File: config.mk
export PLATFORM = sky130hd
export DESIGN_NAME = gf180mcu_fd_sc_mcu7t5v0__rstseq
export DESIGN_NICKNAME = d
export VERILOG_FILES = /design/src/rtl/gf180mcu_fd_sc_mcu7t5v0__rstseq.sv
export SDC_FILE = /design/constraint.sdc
export NUM_CORES = 1
export LEC_CHECK = 0
export BUFFER_PORTS_ARGS = -buffer_cell sky130_fd_sc_hd__buf_4
export CAP_MARGIN = 10
export CORE_MARGIN = 2
export CORE_UTILIZATION = 56
export DETAILED_ROUTE_END_ITERATION = 8
export PLACE_DENSITY = 0.75
export SYNTH_ARGS = -nofsm -noshare
export SYNTH_HDL_FRONTEND = slang
export SYNTH_SLANG_ARGS = --single-unit
File: constraint.sdc
create_clock -name CLK -period 2.1 [get_ports CLK]
set_input_delay 0.42 -clock CLK [delete_from_list [all_inputs] [get_ports CLK]]
set_output_delay 0.42 -clock CLK [all_outputs]
set_load 0.02 [all_outputs]
File: src/rtl/gf180mcu_fd_sc_mcu7t5v0__rstseq.sv
// Reset sequencer for banks of dffrnq flops.
//
// Reset is asserted asynchronously through RN. It is released synchronously:
// a SYNC_STAGES-deep chain first synchronizes the RN release. The block then
// waits STRETCH edges and releases RNO[0]. It then releases RNO[1..NDOM-1] in
// ascending order, one every GAP edges. READY is a registered flag. It rises
// on the same edge that releases the last domain.
//
// Ports:
//   CLK   - single clock, rising edge
//   RN    - asynchronous active-low reset, clears all state
//   SWRN  - synchronous active-low soft reset request
//   RNO   - per-domain active-low resets, each straight from its own flop
//   READY - high once every RNO bit is 1
module gf180mcu_fd_sc_mcu7t5v0__rstseq #(
  parameter int SYNC_STAGES = 2,
  parameter int STRETCH     = 16,
  parameter int GAP         = 4,
  parameter int NDOM        = 4
) (
  input  logic            CLK,
  input  logic            RN,
  input  logic            SWRN,
  output logic [NDOM-1:0] RNO,
  output logic            READY
);

  localparam int MAXV = (STRETCH > GAP) ? STRETCH : GAP;
  localparam int CW   = $clog2(MAXV + 1);
  localparam int IW   = (NDOM > 1) ? $clog2(NDOM) : 1;
  localparam logic [CW-1:0] STR_C = CW'(STRETCH);
  localparam logic [CW-1:0] GAP_C = CW'(GAP);

  typedef enum logic [1:0] {HOLD, RELEASE, RUN} state_t;

  logic [SYNC_STAGES-1:0] sync_q, sync_d;
  state_t                 state_q, state_d;
  logic [CW-1:0]          cnt_q, cnt_d;
  logic [IW-1:0]          idx_q, idx_d;
  logic [NDOM-1:0]        rno_q, rno_d;
  logic                   ready_q, ready_d;

  logic          sync;
  logic [CW-1:0] cnt_inc;
  logic [IW-1:0] idx_nxt;

  assign sync    = sync_q[SYNC_STAGES-1];
  assign cnt_inc = cnt_q + 1'b1;
  // idx_q holds the most recently released domain.
  assign idx_nxt = idx_q + 1'b1;

  always_ff @(posedge CLK or negedge RN) begin
    if (!RN) begin
      sync_q  <= '0;
      state_q <= HOLD;
      cnt_q   <= '0;
      idx_q   <= '0;
      rno_q   <= '0;
      ready_q <= 1'b0;
    end else begin
      sync_q  <= sync_d;
      state_q <= state_d;
      cnt_q   <= cnt_d;
      idx_q   <= idx_d;
      rno_q   <= rno_d;
      ready_q <= ready_d;
    end
  end

  always_comb begin
    // The synchronizer shifts in 1s. SWRN does not affect it.
    sync_d  = {sync_q[SYNC_STAGES-2:0], 1'b1};
    state_d = state_q;
    cnt_d   = cnt_q;
    idx_d   = idx_q;
    rno_d   = rno_q;
    ready_d = ready_q;

    if (!SWRN) begin
      // Soft reset wins over any release due on this edge.
      state_d = HOLD;
      cnt_d   = '0;
      idx_d   = '0;
      rno_d   = '0;
      ready_d = 1'b0;
    end else begin
      case (state_q)
        HOLD: begin
          if (sync) begin
            if (cnt_inc == STR_C) begin
              rno_d[0] = 1'b1;
              cnt_d    = '0;
              idx_d    = '0;
              if (NDOM == 1) begin
                state_d = RUN;
                ready_d = 1'b1;
              end else begin
                state_d = RELEASE;
              end
            end else begin
              cnt_d = cnt_inc;
            end
          end
        end
        RELEASE: begin
          if (cnt_inc == GAP_C) begin
            rno_d = rno_q | (NDOM'(1) << idx_nxt);
            cnt_d = '0;
            idx_d = idx_nxt;
            if (int'(idx_nxt) == NDOM - 1) begin
              state_d = RUN;
              ready_d = 1'b1;
            end
          end else begin
            cnt_d = cnt_inc;
          end
        end
        RUN:     ;
        default: state_d = HOLD;
      endcase
    end
  end

  assign RNO   = rno_q;
  assign READY = ready_q;

endmodule
After elaboration in Yosys (flattened, before gate mapping)
Cells that the tools add are included.
{"block": "totals", "ff_bits": 16, "latchBits": 0, "mem_bits_rw": 0, "rom_bits": 0, "in_bits": 3, "output_inout_bits": 5, "word_cells": 57, "n_memories": 0}
{"block": "op_classes", "add_sub_neg": 2, "n_mul": 0, "n_div": 0, "magnitude_cmp": 0, "eq_ne": 14, "n_shift": 1, "muxes": 26, "n_bitwise": 1, "n_reduce_logical": 6}
{"op": "5-bit 2-to-1 mux", "count": 4}
{"op": "2-bit 2-to-1 mux", "count": 9}
{"op": "3-bit != test (second input constant)", "count": 4}
{"op": "5-bit case mux with 2 select lines", "count": 1}
{"op": "4-bit 2-to-1 mux", "count": 2}
{"op": "1-bit 2-to-1 mux", "count": 6}
{"op": "2-bit by 1-bit != test with 1-bit output (second input constant)", "count": 3}
{"op": "2-bit case mux with 3 select lines", "count": 1}
{"op": "5-bit by 1-bit adder with 5-bit output (second input constant)", "count": 1}
{"op": "5-bit by 3-bit == test with 1-bit output (second input constant)", "count": 1}
{"op": "5-bit == test (second input constant)", "count": 1}
{"op": "5-bit AND reduction", "count": 1}
{"op": "2-bit by 1-bit == test with 1-bit output (second input constant)", "count": 2}
{"op": "4-bit OR", "count": 1}
{"op": "2-bit case mux with 2 select lines", "count": 1}
{"op": "2-bit AND reduction", "count": 2}
{"op": "4-bit AND reduction", "count": 1}
{"op": "1-bit by 2-bit left shift with 4-bit output (first input constant)", "count": 1}
{"op": "3-bit 2-to-1 mux", "count": 1}
{"op": "3-bit by 1-bit != test with 1-bit output (second input constant)", "count": 1}
{"op": "3-bit AND reduction", "count": 1}
{"op": "2-bit by 1-bit adder with 2-bit output (second input constant)", "count": 1}
{"op": "2-bit == test (second input constant)", "count": 1}
{"op": "2-bit zero test", "count": 1}
{"op": "2 further kinds", "count": 2}

Longest topological paths before layout
{"block": "logic_depth", "word_depth": 6, "ltp_mapped": 5, "depth_no_buf": 5}

Worst setup path after synthesis
No wires, ideal clock.
{"block": "synth_timing", "kind": "reg2reg", "startpoint": "register cnt_q[0]", "endpoint": "register cnt_q[2]", "setup_ps": 90, "t_arrival_ps": 1600, "required_time_ps": 2010, "path_slack_ps": 410, "stages_incl_launch_ff": 6, "n_path_buf": 0, "synth_period_minus_slack_ps": 1690, "cell_sequence": "dfrtp_1 > ha_1 > nor4b_4 > and3b_4 > or4b_1 > o221ai_1"}
{"block": "synth_via", "elab_chain_len": 6, "word_cells_on_any_way": 8, "cone_classes": "add/sub: 1; eq/ne: 2; mux: 5"}
{"item": "start: declaration", "line_no": "38", "rtl": "logic [CW-1:0] cnt_q, cnt_d;"}
{"item": "start signal: assignment", "line_no": "63", "rtl": "cnt_q <= cnt_d;"}
{"item": "5-bit by 1-bit adder with 5-bit output (*)", "line_no": "48", "rtl": "assign cnt_inc = cnt_q + 1'b1;"}
{"item": "5-bit == test", "line_no": "90", "rtl": "if (cnt_inc == STR_C) begin"}
{"item": "5-bit 2-to-1 mux", "line_no": "90"}
{"item": "5-bit 2-to-1 mux", "line_no": "89", "rtl": "if (sync) begin"}
{"item": "5-bit case mux with 2 select lines (*)", "line_no": "87", "rtl": "case (state_q)"}
{"item": "5-bit 2-to-1 mux (*)", "line_no": "79", "rtl": "if (!SWRN) begin"}
Mark *: on every way between the ends. The rest lies on a longest branch, timed or not. The select of a mux whose other input is x is not followed.
A chain may end at the register's enable or synchronous reset.

Final worst setup path
{"block": "layout_timing", "startpoint": "register cnt_q[0]", "endpoint": "register cnt_q[1]"}
Same word-level chain as after synthesis.

==> results.txt <==
Count of different cell masters after synthesis: 31
Vias: 647
Post-Syn Area: 885.9 um^2
Syn_nets: 96
Post-route DRC: 0
EDFF count, synth: 0
Simple-gate share of the synthesized area: 22.18%
Mean routed wirelength per cell: 14.13 um
Die Wd: 43.77 um
IO Port Bufs: 7
Number of DRC markers in iteration 0: 12
Gpl congestion: 0.7507
Post-synthesis mux area share: 2.260%
Met3 GRT Util: 3.750%
Chip Height: 43.77 um
Post-synthesis sequential area ratio: 45.20%
Setup TNS: 0 ns
Top-Level Pins: 8
Site Rows: 14
Crit path cell chain: ha_1 > nor4b_4 > and3b_4 > a211oi_1 > a32o_1
GR Overflow Total: 0
CTS clock-pin slew for the worst setup and hold paths: 0.10 ns
Largest fanout on the critical path: 7
Critical Path Max Stage Delay: 0.43 ns
First drt pass iteration count: 4
Synth warn: 0
Peak VDD IR: 476.8 uV
Maximum buffer depth of the clock tree: 2
Status: completed
Cts bufs inserted: 3
Fin crit share: 86.51%
Min-delay worst type: reg -> reg
# setup viols final: 0
Final ANT Viol Nets: 0
Req. time, crit path: 2.28 ns
M1 GR Usage: 24.80%
Slowest CP cell: dfrtp_1
Post-synthesis register bit count: 16
Final hold violation count: 0
Post-synthesis async set-or-reset flop share: 100.0%
Postcts setup bufs: 0
Layout Skew: 0.005602 ns
Fmax: 550.5 MHz
Area leader, netlist: dfrtp_1
Compound-Gate Fraction of Synth Area: 18.64%
Type of origin of the critical path: flop
Layer with the highest usage: met2
Sink Count: 16
PwrDens: 591.8 mW/mm^2
Area of the die: 0.001916 mm^2
Post-Place Setup Slack: 0.2990 ns
RSZ-0062 raised after global routing: false
CTS root buffer: clkbuf_4
Detailed placer's ending HPWL: 1136 um
Core area: 0.001489 mm^2
Area after DPL: 940.9 um^2
Most frequent cell after synthesis: dfrtp_1
Vias in the first global route: 607
Antenna diode count: 0
Post-Syn Instances: 88
Post-cts repair resize count: 0
CTS H-tree depth: 1
Synthesized-area fraction occupied by adder cells: 7.062%
TritonCTS clock tree: built
Post-synth top area share: 45.20%
# hold bufs at CTS: 1
Post-route setup slack: 0.2834 ns
Synth top cells by count: dfrtp_1, nand2_1, nor2_1, ha_1, o21a_1
Top area cells in the synthesized netlist: dfrtp_1, ha_1, nand2_1
Maxcap violations: 0
Met2 usage: 31.18%
Initial antenna violation count: 0
Total track usage: 19.31%
First-pass GRT wire length: 2656 um
Synth Area in XOR/XNOR: 0.9887%
Initial Utilization: 59.50%
Total Routed Length: 1582 um
Main combinational cell family by area after synthesis: simple AND/OR/NAND/NOR gates
DR vias/cell: 5.777
Top_reg_cell synth: dfrtp_1
Crit path time final: 1.817 ns
Slew Limit Fails: 0
Crit end category: flop
Setup CP Type: reg -> reg
Worst skew pair latency: 0.29 ns
Lkg Pwr: 0.4421 nW
Share of layout cells above drive strength 1: 19.79%
CP arrival: 2.00 ns
Syn_area_per_cell: 10.07 um^2
Pin count of the biggest net entering global routing: 17
# nets final: 105
Post-route design area: 987.2 um^2
Area Growth Syn to Fin: 11.44%
==> worst max-delay path: cells and delay by family, from the launching register on <==
kind	cells	cell delay, ns
AOI/OAI and AO/OA	2	0.34
adders and majority gates	1	0.26
DFF	1	0.43
and+or+nand+nor	2	0.68
==> path summary, 6_finish.rpt <==
kind,slack [ns],depth (start not counted),start,endpoint
min reg2reg,0.36,0,sync_q[0]$_DFF_PN0_,sync_q[1]$_DFF_PN0_
min,0.36,0,sync_q[0]$_DFF_PN0_,sync_q[1]$_DFF_PN0_
min in group asynchronous,0.51,2,RN,cnt_q[4]$_DFFE_PN0P_
max in group asynchronous,1.41,2,RN,idx_q[0]$_DFFE_PN0P_
max reg2reg,0.28,5,cnt_q[0]$_DFFE_PN0P_,cnt_q[1]$_DFFE_PN0P_
max,0.28,5,cnt_q[0]$_DFFE_PN0P_,cnt_q[1]$_DFFE_PN0P_
==> stage by stage <==
stage | util [%] | instances | power, mW | hold slack, ns
after floorplan | - | 88 | 0.3665 | 0.1244
after global placement | 63.19 | 107 | 0.3822 | 0.2878
after detailed placement | 63.19 | 107 | 0.3846 | 0.2887
after CTS | 66.30 | 112 | 0.5899 | 0.3647
after global routing | 66.30 | 112 | 0.6072 | 0.3684
final | 66.30 | 112 | 0.5842 | 0.3627
==> layer usage <==
metal,wire length [um],vias to the layer above
li1,-,327
met1,760,303
met2,741,15
met3,64,2
met4,15,0
met5,0,-
==> flip-flops by register name, summed over array words and instances (netlist names) <==
name / flops
cnt_q: 5
RNO: 4
idx_q: 2
state_q: 2
sync_q: 2
READY: 1
==> placed cells by master, fill, tap and decap left out <==
| cell | n |
|---|---|
| o41ai_1 | 1 |
| nand2_1 | 10 |
| ha_1 | 5 |
| a22o_1 | 3 |
| buf_4 | 7 |
| nor2b_1 | 1 |
| a21boi_0 | 1 |
| a211oi_1 | 2 |
| o21a_1 | 5 |
| clkbuf_4 | 3 |
| or2_2 | 2 |
| nand4b_1 | 1 |
| nand3_1 | 3 |
| nor2_1 | 6 |
| xor2_1 | 1 |
| inv_1 | 3 |
| and3b_4 | 1 |
| nor4_1 | 1 |
| dlygate4sd3_1 | 1 |
| o211ai_1 | 1 |
| nand2b_1 | 3 |
| or4b_1 | 1 |
| a32o_1 | 1 |
| and3_2 | 3 |
| dfrtp_1 | 16 |
| mux2i_1 | 2 |
| conb_1 | 1 |
| o21ai_0 | 3 |
| o221ai_1 | 1 |
| nor4b_4 | 1 |
| clkbuf_8 | 1 |
| a31o_2 | 1 |
| a21oi_1 | 4 |
==> layout make-up <==
type                            instances  area (um^2)
Multi-Input combinational cell         65        456.7
Fill cell                             121        501.7
Tap cell                               16        20.02
Timing Repair Buffer                    8        62.56
Clock buffer                            4        36.28
Sequential cell                        16        400.4
Inverter                                3        11.26
==> report_power, final <==
group	leakage, nW	internal, mW	switching [mW]
combinational	0.205	0.0210	0.0267
clock	0.0210	0.106	0.0993
sequential	0.217	0.318	0.0138
total	0.442	0.444	0.140
==> logic make-up (layout without fill, tap and decap cells) <==
| kind of cell | count (synthesis) | after routing |
|---|---|---|
| other cells | 1 | 1 |
| simple gates | 33 | 33 |
| fa+ha+maj | 5 | 5 |
| compound gates | 23 | 23 |
| xor+xnor | 1 | 1 |
| flops | 16 | 16 |
| mux | 2 | 2 |
| buf+inv | 7 | 15 |
No activity file was read; power rests on OpenSTA's default activity.
